--- config.mk ---
export PLATFORM = sky130hd
export DESIGN_NAME = blk2raster_sched
export DESIGN_NICKNAME = d
export VERILOG_FILES = /design/src/rtl/blk2raster_sched.sv
export SDC_FILE = /design/constraint.sdc
export NUM_CORES = 1
export LEC_CHECK = 0
export BUFFER_PORTS_ARGS = -buffer_cell sky130_fd_sc_hd__buf_2
export CORE_ASPECT_RATIO = 0.75
export CORE_UTILIZATION = 63
export DETAILED_ROUTE_END_ITERATION = 8
export MAX_ROUTING_LAYER = met4
export PLACE_DENSITY = 0.9
export SYNTH_ARGS = -nofsm -noshare
export SYNTH_HDL_FRONTEND = slang
export SYNTH_SLANG_ARGS = --single-unit
--- constraint.sdc ---
create_clock -name clk_i -period 6.14 [get_ports clk_i]
set_clock_uncertainty 0.05 [all_clocks]
set_input_delay 0.614 -clock clk_i [delete_from_list [all_inputs] [get_ports clk_i]]
set_output_delay 0.614 -clock clk_i [all_outputs]
set_load 0.005 [all_outputs]
--- src/rtl/blk2raster_sched.sv ---
// Frame sequencer: writes an 8x8-block-ordered pixel stream into a frame buffer at
// raster addresses, then reads the buffer back out in raster order.
module blk2raster_sched #(
    parameter int IMG_W  = 320,
    parameter int IMG_H  = 240,
    parameter int ADDR_W = 17,
    parameter int DATA_W = 8
) (
    input  logic              clk_i,
    input  logic              rst_i,
    input  logic              en_i,
    input  logic              start_i,
    input  logic [DATA_W-1:0] pix_i,
    input  logic              pix_valid_i,
    output logic              pix_ready_o,
    output logic              mem_we_o,
    output logic [ADDR_W-1:0] mem_waddr_o,
    output logic [DATA_W-1:0] mem_wdata_o,
    output logic              mem_re_o,
    output logic [ADDR_W-1:0] mem_raddr_o,
    input  logic [DATA_W-1:0] mem_rdata_i,
    output logic [DATA_W-1:0] pix_o,
    output logic              pix_valid_o,
    input  logic              pix_ready_i,
    output logic              busy_o,
    output logic              done_o
);
    localparam int BLK_COLS = IMG_W / 8;
    localparam int BC_W     = (BLK_COLS > 1) ? $clog2(BLK_COLS) : 1;
    localparam logic [ADDR_W-1:0] ROW_STEP  = ADDR_W'(IMG_W);
    localparam logic [ADDR_W-1:0] BAND_STEP = ADDR_W'(8 * IMG_W);
    localparam logic [ADDR_W-1:0] LAST_BAND = ADDR_W'((IMG_H - 8) * IMG_W);
    localparam logic [ADDR_W-1:0] LAST_PIX  = ADDR_W'(IMG_W * IMG_H - 1);
    localparam logic [BC_W-1:0]   LAST_BC   = BC_W'(BLK_COLS - 1);

    typedef enum logic [2:0] {IDLE, LOAD, RD_REQ, RD_WAIT, OUT, DONE} state_t;
    state_t state, state_nx;

    logic [2:0]        col_c, row_c;
    logic [BC_W-1:0]   blk_c;
    logic [ADDR_W-1:0] band_base, row_off, col_off;
    logic [ADDR_W-1:0] rd_cnt;
    logic              vld_p1;
    logic [ADDR_W-1:0] waddr_p1;
    logic [DATA_W-1:0] wdata_p1;
    logic [DATA_W-1:0] rdata_p1;
    logic              in_acc, last_beat;

    assign in_acc    = en_i && (state == LOAD) && pix_valid_i;
    assign last_beat = (col_c == 3'd7) && (row_c == 3'd7) && (blk_c == LAST_BC)
                       && (band_base == LAST_BAND);

    always_ff @(posedge clk_i) begin
        if (!rst_i)
            state <= IDLE;
        else if (en_i)
            state <= state_nx;
    end

    always_comb begin
        state_nx    = state;
        pix_ready_o = 1'b0;
        mem_re_o    = 1'b0;
        pix_valid_o = 1'b0;
        done_o      = 1'b0;
        busy_o      = (state != IDLE);
        case (state)
            IDLE:    if (start_i) state_nx = LOAD;
            LOAD: begin
                pix_ready_o = en_i;
                if (pix_valid_i && last_beat) state_nx = RD_REQ;
            end
            RD_REQ: begin
                mem_re_o = en_i;
                state_nx = RD_WAIT;
            end
            RD_WAIT: state_nx = OUT;
            OUT: begin
                pix_valid_o = en_i;
                if (pix_ready_i) state_nx = (rd_cnt == LAST_PIX) ? DONE : RD_REQ;
            end
            DONE: begin
                done_o   = en_i;
                state_nx = IDLE;
            end
            default: state_nx = IDLE;
        endcase
    end

    // Stage p0: block-order position -> raster address via nested wrap counters.
    // Each counter wraps back to zero after the last beat, ready for the next frame.
    always_ff @(posedge clk_i) begin
        if (!rst_i) begin
            col_c     <= 3'd0;
            row_c     <= 3'd0;
            blk_c     <= '0;
            band_base <= '0;
            row_off   <= '0;
            col_off   <= '0;
        end else if (in_acc) begin
            if (col_c != 3'd7) begin
                col_c <= col_c + 3'd1;
            end else begin
                col_c <= 3'd0;
                if (row_c != 3'd7) begin
                    row_c   <= row_c + 3'd1;
                    row_off <= row_off + ROW_STEP;
                end else begin
                    row_c   <= 3'd0;
                    row_off <= '0;
                    if (blk_c != LAST_BC) begin
                        blk_c   <= blk_c + BC_W'(1);
                        col_off <= col_off + ADDR_W'(8);
                    end else begin
                        blk_c     <= '0;
                        col_off   <= '0;
                        band_base <= (band_base == LAST_BAND) ? '0 : band_base + BAND_STEP;
                    end
                end
            end
        end
    end

    // Stage p1: registered RAM write.
    always_ff @(posedge clk_i) begin
        if (!rst_i) begin
            vld_p1   <= 1'b0;
            waddr_p1 <= '0;
            wdata_p1 <= '0;
        end else if (en_i) begin
            vld_p1 <= in_acc;
            if (in_acc) begin
                waddr_p1 <= band_base + row_off + col_off + ADDR_W'(col_c);
                wdata_p1 <= pix_i;
            end
        end
    end

    assign mem_we_o    = en_i && vld_p1;
    assign mem_waddr_o = waddr_p1;
    assign mem_wdata_o = wdata_p1;

    // Read side: sequential raster counter, RAM data captured one cycle after the request.
    always_ff @(posedge clk_i) begin
        if (!rst_i) begin
            rd_cnt   <= '0;
            rdata_p1 <= '0;
        end else if (en_i) begin
            if (state == RD_WAIT)
                rdata_p1 <= mem_rdata_i;
            if (state == OUT && pix_ready_i && rd_cnt != LAST_PIX)
                rd_cnt <= rd_cnt + ADDR_W'(1);
            if (state == DONE)
                rd_cnt <= '0;
        end
    end

    assign mem_raddr_o = rd_cnt;
    assign pix_o       = rdata_p1;
endmodule

==> impl_metrics.env <==
export IMPL_synth_xor_area_share_pct=5.05
export IMPL_synthFlopType="dfxtp_1"
export IMPL_synth_simple_area_share_pct=24.5
export IMPL_synth_seq_cells=99
export IMPL_async_reset_ff_share_pct=0
export IMPL_cts_sinks=99
export IMPL_startpoint="band_base[11]"
export IMPL_syn_inst=689
export IMPL_powerDensity_mw_per_mm2=194
export IMPL_violations="DRC"
export IMPL_syn_avg_cell_area_um2=8.30
export IMPL_route_detailed_vias_per_inst=6.20
export IMPL_routed_wl_um=13800
export IMPL_maxSlewHeadroom_pct=34.4
export IMPL_ys_seq_area_share_pct=34.7
export IMPL_root_buffer="clkbuf_16"
export IMPL_path_clk_slew_ns=0.07
export IMPL_initial_core_util_pct=66.2
export IMPL_reg2reg_from="band_base[11]"
export IMPL_synth_area_leader_cell="dfxtp_1"
export IMPL_drc=8
export IMPL_cp_arrival_ns=3.39
export IMPL_hpwl_um=9760
export IMPL_min_period_over_period_pct=52.3
export IMPL_placed_area_mm2=0.00608
export IMPL_slew_violations=0
export IMPL_rsz0062_at_grt="false"
export IMPL_finalNonFillerCells=861
export IMPL_drv_cap=0
export IMPL_yosysTopAreaCellShare_pct=34.7
export IMPL_portBuffers=77
export IMPL_vias=5340
export IMPL_clock_fmax_mhz=311
export IMPL_wl_per_cell_um=16.0
export IMPL_max_slew_worst_pin_slew_ns=0.982
export IMPL_synthAdderAreaFrac_pct=12.4
export IMPL_postCtsHoldBufs=0
export IMPL_post_route_min_period_ns=3.21
export IMPL_hp_class="register to register"
export IMPL_ys_warn_count=0
export IMPL_synth_area_leaders="dfxtp_1 35%, ha_1 9.6%, a21oi_1 6.0%"
export IMPL_drt_iter0_drc=490
export IMPL_grt_pass1_wl_um=23200
export IMPL_crit_path_end_kind="register"
export IMPL_postCtsSetupBuffers=0
export IMPL_syn_to_final_growth_pct=11.0
export IMPL_crit_type="register to register"
export IMPL_cp_max_fo=9
export IMPL_htreeDepth=3
export IMPL_final_area_mm2=0.00635
export IMPL_core_rowCount=29
export IMPL_fin_hold_ws_ns=0.408
export IMPL_ir_drop_v=0.000144
export IMPL_synth_compound_area_share_pct=16.7
export IMPL_syn_area_mm2=0.00572
export IMPL_grt_ovfl_total=0
export IMPL_drive_above_1_share_pct=13.7
export IMPL_synthMuxAreaShare_pct=0.941
export IMPL_hold_violations=0
export IMPL_cts_resized_gates=0
export IMPL_yosysMostFrequentCell="dfxtp_1"
export IMPL_setup_viol=0
export IMPL_diodes=0
export IMPL_grt_pass1_vias=5053
export IMPL_status="finished, violations left"
export IMPL_gp_congestion=0.895
export IMPL_dieArea_mm2=0.00947
export IMPL_cp_start_kind="register"
export IMPL_synth_top_family_by_area="simple AND/OR/NAND/NOR gates"
export IMPL_ant_nets=0
export IMPL_leakage_nw=2.70
export IMPL_grt_use_total_pct=31.0
export IMPL_cts_tree="yes"
export IMPL_synth_common_cells="99 x dfxtp_1, 87 x nand2_1, 68 x a21oi_1"
export IMPL_ys_types=60
export IMPL_first_pass_iters=7
export IMPL_holdCritStartpoint="pix_o[2]"
export IMPL_clockBufferDepth=2
export IMPL_core_region_area_mm2=0.00864
export IMPL_dp_cells=845
export IMPL_ios=78
export IMPL_die_w_um=112
export IMPL_clk_latency_ns=0.34
export IMPL_fin_nets=822
export IMPL_fill_cells=618
export IMPL_grt_max_degree=39
export IMPL_critical_path_required_ns=6.31
export IMPL_synth_edff_count=0
export IMPL_antenna_found_initial=0
export IMPL_cts_buffers=9
export IMPL_die_height_um=84.5
export IMPL_setup_tns_final_ns=0
==> logic make-up after synthesis <==
group                    after synthesis
adder cells (fa/ha/maj)               52
AO/OA/AOI/OAI                        154
XOR/XNOR                              33
AND/OR/NAND/NOR                      274
other                                  2
multiplexers                           5
buffers and inverters                 70
flip-flops                            99
==> flip-flops by register name (all words and copies together), names as in the netlist <==
name,flops
pix_o,8
mem_wdata_o,8
state,3
mem_raddr_o,17
row_c,3
band_base,8
row_off,11
blk_c,6
mem_waddr_o,17
col_c,3
col_off,14
vld_p1,1
==> worst max-delay path: stages (launching register included) <==
cell and delay (ns):
dfxtp_1 0.42, inv_1 0.10, fa_1 0.54, inv_1 0.04, ha_1 0.29, ha_1 0.42
a21oi_1 0.25, o21ai_0 0.16, a311oi_1 0.36, a211oi_1 0.12, or3b_1 0.35
==> final cells by class <==
class / instances / area [um2] / share of cell area, %
clock buffers: 12 / 246 / 3.88
flip-flops and latches: 99 / 1980 / 31.2
clock inverters: 4 / 26.3 / 0.414
multi-input cells: 525 / 3440 / 54.1
well taps: 108 / 135 / 2.13
repair buffers: 78 / 393 / 6.19
inverters: 35 / 131 / 2.07
==> power breakdown <==
group	leakage, nW	switching [W]	internal, W	total [W]
registers	0.798	0.00000423	0.000646	0.000650
logic	1.77	0.0000364	0.0000185	0.0000549
clock network	0.133	0.000241	0.000286	0.000527
==> metrics by stage <==
step	total power, W	worst slack (ns)	util (%)
floorplan	0.000699	3.17	-
global placement	0.000715	3.07	70.4
detailed placement	0.000717	3.00	70.4
CTS	0.00124	2.96	73.5
global route	0.00127	2.72	73.5
finish	0.00123	2.93	73.5
==> placed cells by master, fill, tap and decap left out, types with 4 or more instances in the layout <==
cell,instances
nand2b_1,4
nor3_1,17
o21ai_0,24
o2111ai_1,7
a31oi_1,4
a21o_1,8
xor2_1,10
or4_1,4
a211oi_1,4
nand3_1,33
nor4_1,5
and4_1,5
a2111o_1,4
nand2_1,87
ha_1,44
a21oi_1,68
nand4b_1,4
nor2b_1,4
clkbuf_16,9
nand4_1,18
conb_1,7
nor2_1,49
xnor2_1,23
a21boi_0,6
or3_1,13
o21a_1,7
inv_1,35
buf_2,77
o31ai_1,8
dfxtp_1,99
and3_1,10
fa_1,8
==> layer usage <==
layer | up-vias | GRT usage, % | wire, um
li1 | 2574 | - | -
met1 | 2511 | 39.1 | 6170
met2 | 217 | 50.4 | 6440
met3 | 38 | 5.34 | 921
met4 | 0 | 10.7 | 253
met5 | - | - | 0
==> worst paths after layout <==
kind	endpoint	slack (ns)	cells after the start
setup / recovery	mem_waddr_o[16]	2.93	10
hold reg to reg	pix_o[2]	0.41	2
hold / removal	pix_o[2]	0.41	2
setup reg to reg	mem_waddr_o[16]	2.93	10
Note: power is estimated with default switching activity, not from simulation.
